$ cat config.mk
export PLATFORM = sky130hd
export DESIGN_NAME = child_inst_sequencer
export DESIGN_NICKNAME = d
export VERILOG_FILES = /design/src/rtl/seq_pkg.sv /design/src/rtl/seq_timer.sv /design/src/rtl/child_inst_sequencer.sv
export SDC_FILE = /design/constraint.sdc
export NUM_CORES = 1
export LEC_CHECK = 0
export CAP_MARGIN = 10
export CORE_UTILIZATION = 54
export CTS_BUF_LIST = sky130_fd_sc_hd__clkbuf_8
export DETAILED_ROUTE_END_ITERATION = 12
export GPL_ROUTABILITY_DRIVEN = 0
export PLACE_DENSITY = 0.95
export SYNTH_ARGS = -nofsm -noshare
export SYNTH_HDL_FRONTEND = slang
export SYNTH_SLANG_ARGS = --single-unit
$ cat constraint.sdc
create_clock -name clk -period 2.95 [get_ports clk]
set_input_delay 0.4425 -clock clk [delete_from_list [all_inputs] [get_ports clk]]
set_output_delay 0.4425 -clock clk [all_outputs]
set_load 0.005 [all_outputs]
$ cat src/rtl/seq_pkg.sv
// ---------------------------------------------------------------------------
// seq_pkg
// Shared types and width helpers for the child instance sequencer.
//   seq_state_t : sequencer FSM states (IDLE, LAUNCH, WAIT, NEXT, FINISH)
//   IDX_W/CNT_W : index and pass-count widths for the default of 5 children
//   idx_width() : index width for any child count
//   cnt_width() : pass-count width for any child count
// ---------------------------------------------------------------------------
package seq_pkg;

    typedef enum logic [2:0] {
        IDLE,
        LAUNCH,
        WAIT,
        NEXT,
        FINISH
    } seq_state_t;

    // Index width. It is kept at least 1 bit so that a child count of 1
    // still produces a legal vector.
    function automatic int unsigned idx_width(input int unsigned n);
        return (n < 2) ? 1 : $clog2(n);
    endfunction

    // The pass counter must be able to hold the value n itself.
    function automatic int unsigned cnt_width(input int unsigned n);
        return $clog2(n + 1);
    endfunction

    localparam int unsigned DEFAULT_N_INST = 5;
    localparam int unsigned IDX_W          = idx_width(DEFAULT_N_INST);
    localparam int unsigned CNT_W          = cnt_width(DEFAULT_N_INST);

endpackage

$ cat src/rtl/seq_timer.sv
// ---------------------------------------------------------------------------
// seq_timer
// Wait timer used while a child is being serviced.
//   clk     in  : clock, rising edge
//   rst     in  : asynchronous active-high reset
//   clear   in  : reset the count to zero on the next edge
//   enable  in  : count up by one on the next edge
//   expired out : count has reached TIMEOUT-1, which is the last waiting cycle
// ---------------------------------------------------------------------------
module seq_timer #(
    parameter int unsigned TIMEOUT = 16
) (
    input  logic clk,
    input  logic rst,
    input  logic clear,
    input  logic enable,
    output logic expired
);

    localparam int unsigned TW = (TIMEOUT < 2) ? 1 : $clog2(TIMEOUT);

    logic [TW-1:0] count;

    // The count starts at 0 in the first waiting cycle. Clear takes
    // priority over enable. Wrap-around past TIMEOUT-1 is harmless: the
    // FSM always leaves WAIT by that point.
    always_ff @(posedge clk or posedge rst) begin
        if (rst) begin
            count <= '0;
        end else if (clear) begin
            count <= '0;
        end else if (enable) begin
            count <= count + TW'(1);
        end
    end

    assign expired = (count == TW'(TIMEOUT - 1));

endmodule

$ cat src/rtl/child_inst_sequencer.sv
// ---------------------------------------------------------------------------
// child_inst_sequencer
// Starts the N_INST child instances one after another. For each child, it
// waits for that child's done signal or for a timeout. It then records the
// outcome and reports the per-pass status.
//   clk            in  : clock, rising edge
//   rst            in  : asynchronous active-high reset
//   go_i           in  : start a pass (only looked at while idle)
//   abort_i        in  : end the current pass early
//   child_done_i   in  : done from each child (only the selected bit matters)
//   child_start_o  out : one-hot, one-cycle start strobe
//   busy_o         out : pass in progress (LAUNCH through FINISH)
//   done_o         out : one-cycle completion pulse
//   aborted_o      out : last pass was ended by abort_i
//   idx_o          out : index of the child being sequenced
//   timeout_mask_o out : children that timed out in the last pass
//   pass_count_o   out : children that answered done in the last pass
// ---------------------------------------------------------------------------
module child_inst_sequencer
    import seq_pkg::*;
#(
    parameter int unsigned N_INST  = 5,
    parameter int unsigned TIMEOUT = 16
) (
    input  logic                         clk,
    input  logic                         rst,
    input  logic                         go_i,
    input  logic                         abort_i,
    input  logic [N_INST-1:0]            child_done_i,
    output logic [N_INST-1:0]            child_start_o,
    output logic                         busy_o,
    output logic                         done_o,
    output logic                         aborted_o,
    output logic [$clog2(N_INST)-1:0]    idx_o,
    output logic [N_INST-1:0]            timeout_mask_o,
    output logic [$clog2(N_INST+1)-1:0]  pass_count_o
);

    localparam int unsigned IW = idx_width(N_INST);
    localparam int unsigned CW = cnt_width(N_INST);
    localparam logic [IW-1:0] LAST_IDX = IW'(N_INST - 1);

    seq_state_t        state, state_nxt;
    logic [IW-1:0]     idx, idx_nxt;
    logic [N_INST-1:0] mask, mask_nxt;
    logic [CW-1:0]     pass_cnt, pass_cnt_nxt;
    logic              aborted, aborted_nxt;
    logic              timer_clear, timer_en, timer_expired;
    logic              cur_done;

    // Only the selected child's done is relevant. A stray done from any
    // other child cannot advance the sequence.
    assign cur_done = child_done_i[idx];

    seq_timer #(
        .TIMEOUT (TIMEOUT)
    ) u_timer (
        .clk     (clk),
        .rst     (rst),
        .clear   (timer_clear),
        .enable  (timer_en),
        .expired (timer_expired)
    );

    // State and status registers. The status registers (index, mask, count
    // and aborted flag) hold their values after FINISH. They only clear when
    // the next pass is accepted.
    always_ff @(posedge clk or posedge rst) begin
        if (rst) begin
            state    <= IDLE;
            idx      <= '0;
            mask     <= '0;
            pass_cnt <= '0;
            aborted  <= 1'b0;
        end else begin
            state    <= state_nxt;
            idx      <= idx_nxt;
            mask     <= mask_nxt;
            pass_cnt <= pass_cnt_nxt;
            aborted  <= aborted_nxt;
        end
    end

    // Next-state and status updates. In WAIT, the outcome of the current
    // child is recorded before the abort is checked. As a result, a done
    // that arrives in the same cycle as an abort is still counted. A done
    // also beats a timeout in the same cycle because it is tested first.
    always_comb begin
        state_nxt    = state;
        idx_nxt      = idx;
        mask_nxt     = mask;
        pass_cnt_nxt = pass_cnt;
        aborted_nxt  = aborted;
        timer_clear  = 1'b0;
        timer_en     = 1'b0;

        case (state)
            IDLE: begin
                if (go_i) begin
                    idx_nxt      = '0;
                    mask_nxt     = '0;
                    pass_cnt_nxt = '0;
                    aborted_nxt  = 1'b0;
                    state_nxt    = LAUNCH;
                end
            end

            LAUNCH: begin
                timer_clear = 1'b1;
                state_nxt   = WAIT;
                if (abort_i) begin
                    aborted_nxt = 1'b1;
                    state_nxt   = FINISH;
                end
            end

            WAIT: begin
                timer_en = 1'b1;
                if (cur_done) begin
                    pass_cnt_nxt = pass_cnt + CW'(1);
                    state_nxt    = NEXT;
                end else if (timer_expired) begin
                    mask_nxt[idx] = 1'b1;
                    state_nxt     = NEXT;
                end
                if (abort_i) begin
                    aborted_nxt = 1'b1;
                    state_nxt   = FINISH;
                end
            end

            NEXT: begin
                if (abort_i) begin
                    aborted_nxt = 1'b1;
                    state_nxt   = FINISH;
                end else if (idx == LAST_IDX) begin
                    state_nxt = FINISH;
                end else begin
                    idx_nxt   = idx + IW'(1);
                    state_nxt = LAUNCH;
                end
            end

            FINISH: begin
                state_nxt = IDLE;
            end

            default: begin
                state_nxt = IDLE;
            end
        endcase
    end

    // The outputs are decoded from the registered state. Because of this,
    // an asynchronous reset removes a start strobe or a done pulse at once.
    assign child_start_o  = (state == LAUNCH) ? ({{(N_INST-1){1'b0}}, 1'b1} << idx) : '0;
    assign busy_o         = (state != IDLE);
    assign done_o         = (state == FINISH);
    assign aborted_o      = aborted;
    assign idx_o          = idx;
    assign timeout_mask_o = mask;
    assign pass_count_o   = pass_cnt;

endmodule

==> flow_summary.ini <==
[drt]
postRouteAntennaNets = 0
viasPerCell = 5.91
drc = 0
vias = 1004
first_iter_violations = 47
routedWlPerCell_um = 15.1
wl_um = 2560
dr.pass1.iters = 4

[synthesis]
synth_warnings = 0
synthFlopType = dfrtp_1
synth_common_cells = dfrtp_1, nand2_1, inv_1
ys_types = 39
synth_top_area_share = 0.414
netlist_instances = 118
synth.most_common_cell = dfrtp_1
synth.avg_cell_area_um2 = 9.72
synth_area_leaders = dfrtp_1, ha_1, nand2_1
yosysTopAreaCell = dfrtp_1
synth_seq_area_share = 0.414
synth_seq_cells = 19
netlist_area_mm2 = 0.00115
async_flop_share = 1.00
synth-edff-count = 0
syn_nets = 134

[floorplanning]
die_area_mm2 = 0.00231
dieHeight_um = 48.1
num_io_pins = 28
num_rows = 16
die_x_um = 48.1
fp.coreArea_mm2 = 0.00198
start_util = 0.579

[timing]
setup_viol = 0
finalCritPeriodShare = 0.813
setup_slack_ns = 0.552
rsz0062_at_grt = no
holdWs_ns = 0.488
fin_crit_ns = 2.40
setup_tns_ns = 0
slew_headroom = 0.530
hold_viol = 0
tightest_slew_ns = 0.704
drv_slew = 0
fmaxAchievable_ghz = 0.417
clock_skew_ns = 0.00226

[worst_setup_path]
worstSetupStartpoint = state[0]
cp.arrival_ns = 1.96
crit_required_ns = 2.51
crit_path_max_incr_delay_ns = 0.58
r2r-start = idx_o[1]
worst-path-buf-inv = 1
worst_setup_path_start_kind = flip-flop
crit_path_cell_trace = nand2_1, nor3b_1, clkdlybuf4s50_1
path_class = flip-flop to output port
cp_max_fo = 11
path_delay_family = flip-flops
crit_path_end_kind = output port
critical-path-slowest-cell = dfrtp_1

[flow_run]
maxCapViolCount = 0

[clock_tree]
cts_sinks = 19
cts_hold_buffers = 0
numCtsBuffers = 3
root_buffer = clkbuf_8
cts_resized = 0
cts_tree = done
postCtsSetupRepairBufs = 0
clockBufferDepth = 2
clk_pin_slew_ns = 0.07
clk_latency_ns = 0.26
htree_levels = 1

[place]
post-place-cells = 166
placed_area_mm2 = 0.00140
io_buffer_count = 27
place_hpwl_um = 1840
pre_cts_ws_ns = 0.840

[global_route]
grt_pass1_wl_um = 3740
grt_antenna_before_repair = 0
grt_max_degree = 20
grt-ovfl-total = 0
grt_busiest_layer = met2
use_met3 = 0.0556
use_met2 = 0.400
grt_pass1_vias = 883
grt_util_all_layers = 0.239
grtUsageMet1 = 0.289

[power_and_ir_drop]
p_total_mw = 1.01
vdd_drop_max_uv = 596
p_per_area_mw_per_mm2 = 698
p_leak_nw = 0.615

[cells_and_area]
final_cells = 170
syn2layout_area_growth_pct = 26.0
multiInputGateArea_um2 = 591
fillerInstances = 124
layout.nets = 160
ff_latch_area_um2 = 475
drive_gt1_frac = 0.0839
antenna_cells = 0
stdcell_area_mm2 = 0.00145
final_core_util = 0.729

[min_path]
holdCritStartpoint = timeout_mask_o[3]
min_path_type = flip-flop to flip-flop

[outcome]
status = finished clean
[final cells by class]
class | instances | share of cell area
tap | 27 | 0.0234
multi-input combinational | 85 | 0.409
clock buffer | 3 | 0.0286
inverter | 8 | 0.0208
timing repair buffer | 27 | 0.187
clock inverter | 1 | 0.00260
sequential | 19 | 0.329
[power breakdown]
| group | switching (mW) | internal (mW) |
|---|---|---|
| clock network | 0.0927 | 0.0928 |
| logic | 0.201 | 0.207 |
| registers | 0.0996 | 0.315 |
[sequential cells by signal, summed over array words and instances (netlist names)]
name,cells
pass_count_o,3
timeout_mask_o,5
idx_o,3
u_timer.count,4
aborted_o,1
state,3
[kinds of logic after synthesis]
group	synth area share
multiplexers	0.0578
adder cells (fa/ha/maj)	0.0763
AND/OR/NAND/NOR	0.240
flip-flops	0.414
XOR/XNOR	0.00763
buffers and inverters	0.0709
AO/OA/AOI/OAI	0.133
[path summary, 6_finish.rpt]
check                      cells past startpoint  slack [ns]                 to
setup / recovery                               3        0.55   child_start_o[0]
hold / removal                                 2        0.49  timeout_mask_o[3]
setup reg to reg                               6        0.82           idx_o[0]
hold reg to reg                                2        0.49  timeout_mask_o[3]
max in group asynchronous                      2        1.92    pass_count_o[0]
min in group asynchronous                      2        0.59   u_timer.count[3]
[cell usage in the layout, fill, tap and decap left out, types with 2 or more instances in the layout]
cell and n:
clkbuf_8 3, nor3b_1 3, nor2_1 6, o21ai_2 2, nand2_1 14, mux2_1 2
and2_1 2, o21ai_0 5, a32o_1 2, a31oi_1 2, or3b_1 2, dfrtp_1 19
mux2i_1 3, nor3_1 6, clkdlybuf4s50_1 27, nand3_1 7, inv_1 9, a21oi_1 3
ha_1 7
[worst reg2reg max path: cells and delay by family, from the launching register on]
family / cells / cell delay [ns]
compound gates: 1 / 0.23
fa+ha+maj: 1 / 0.24
buf+inv: 1 / 0.17
flops: 1 / 0.58
mux: 1 / 0.35
simple gates: 2 / 0.45
[layer usage]
| metal | vias up | wire length, um |
|---|---|---|
| met3 | 9 | 120 |
| met1 | 494 | 1090 |
| met4 | 0 | 52 |
| li1 | 467 | - |
| met5 | - | 0 |
| met2 | 34 | 1300 |
Power figures use the tool's default switching activity.
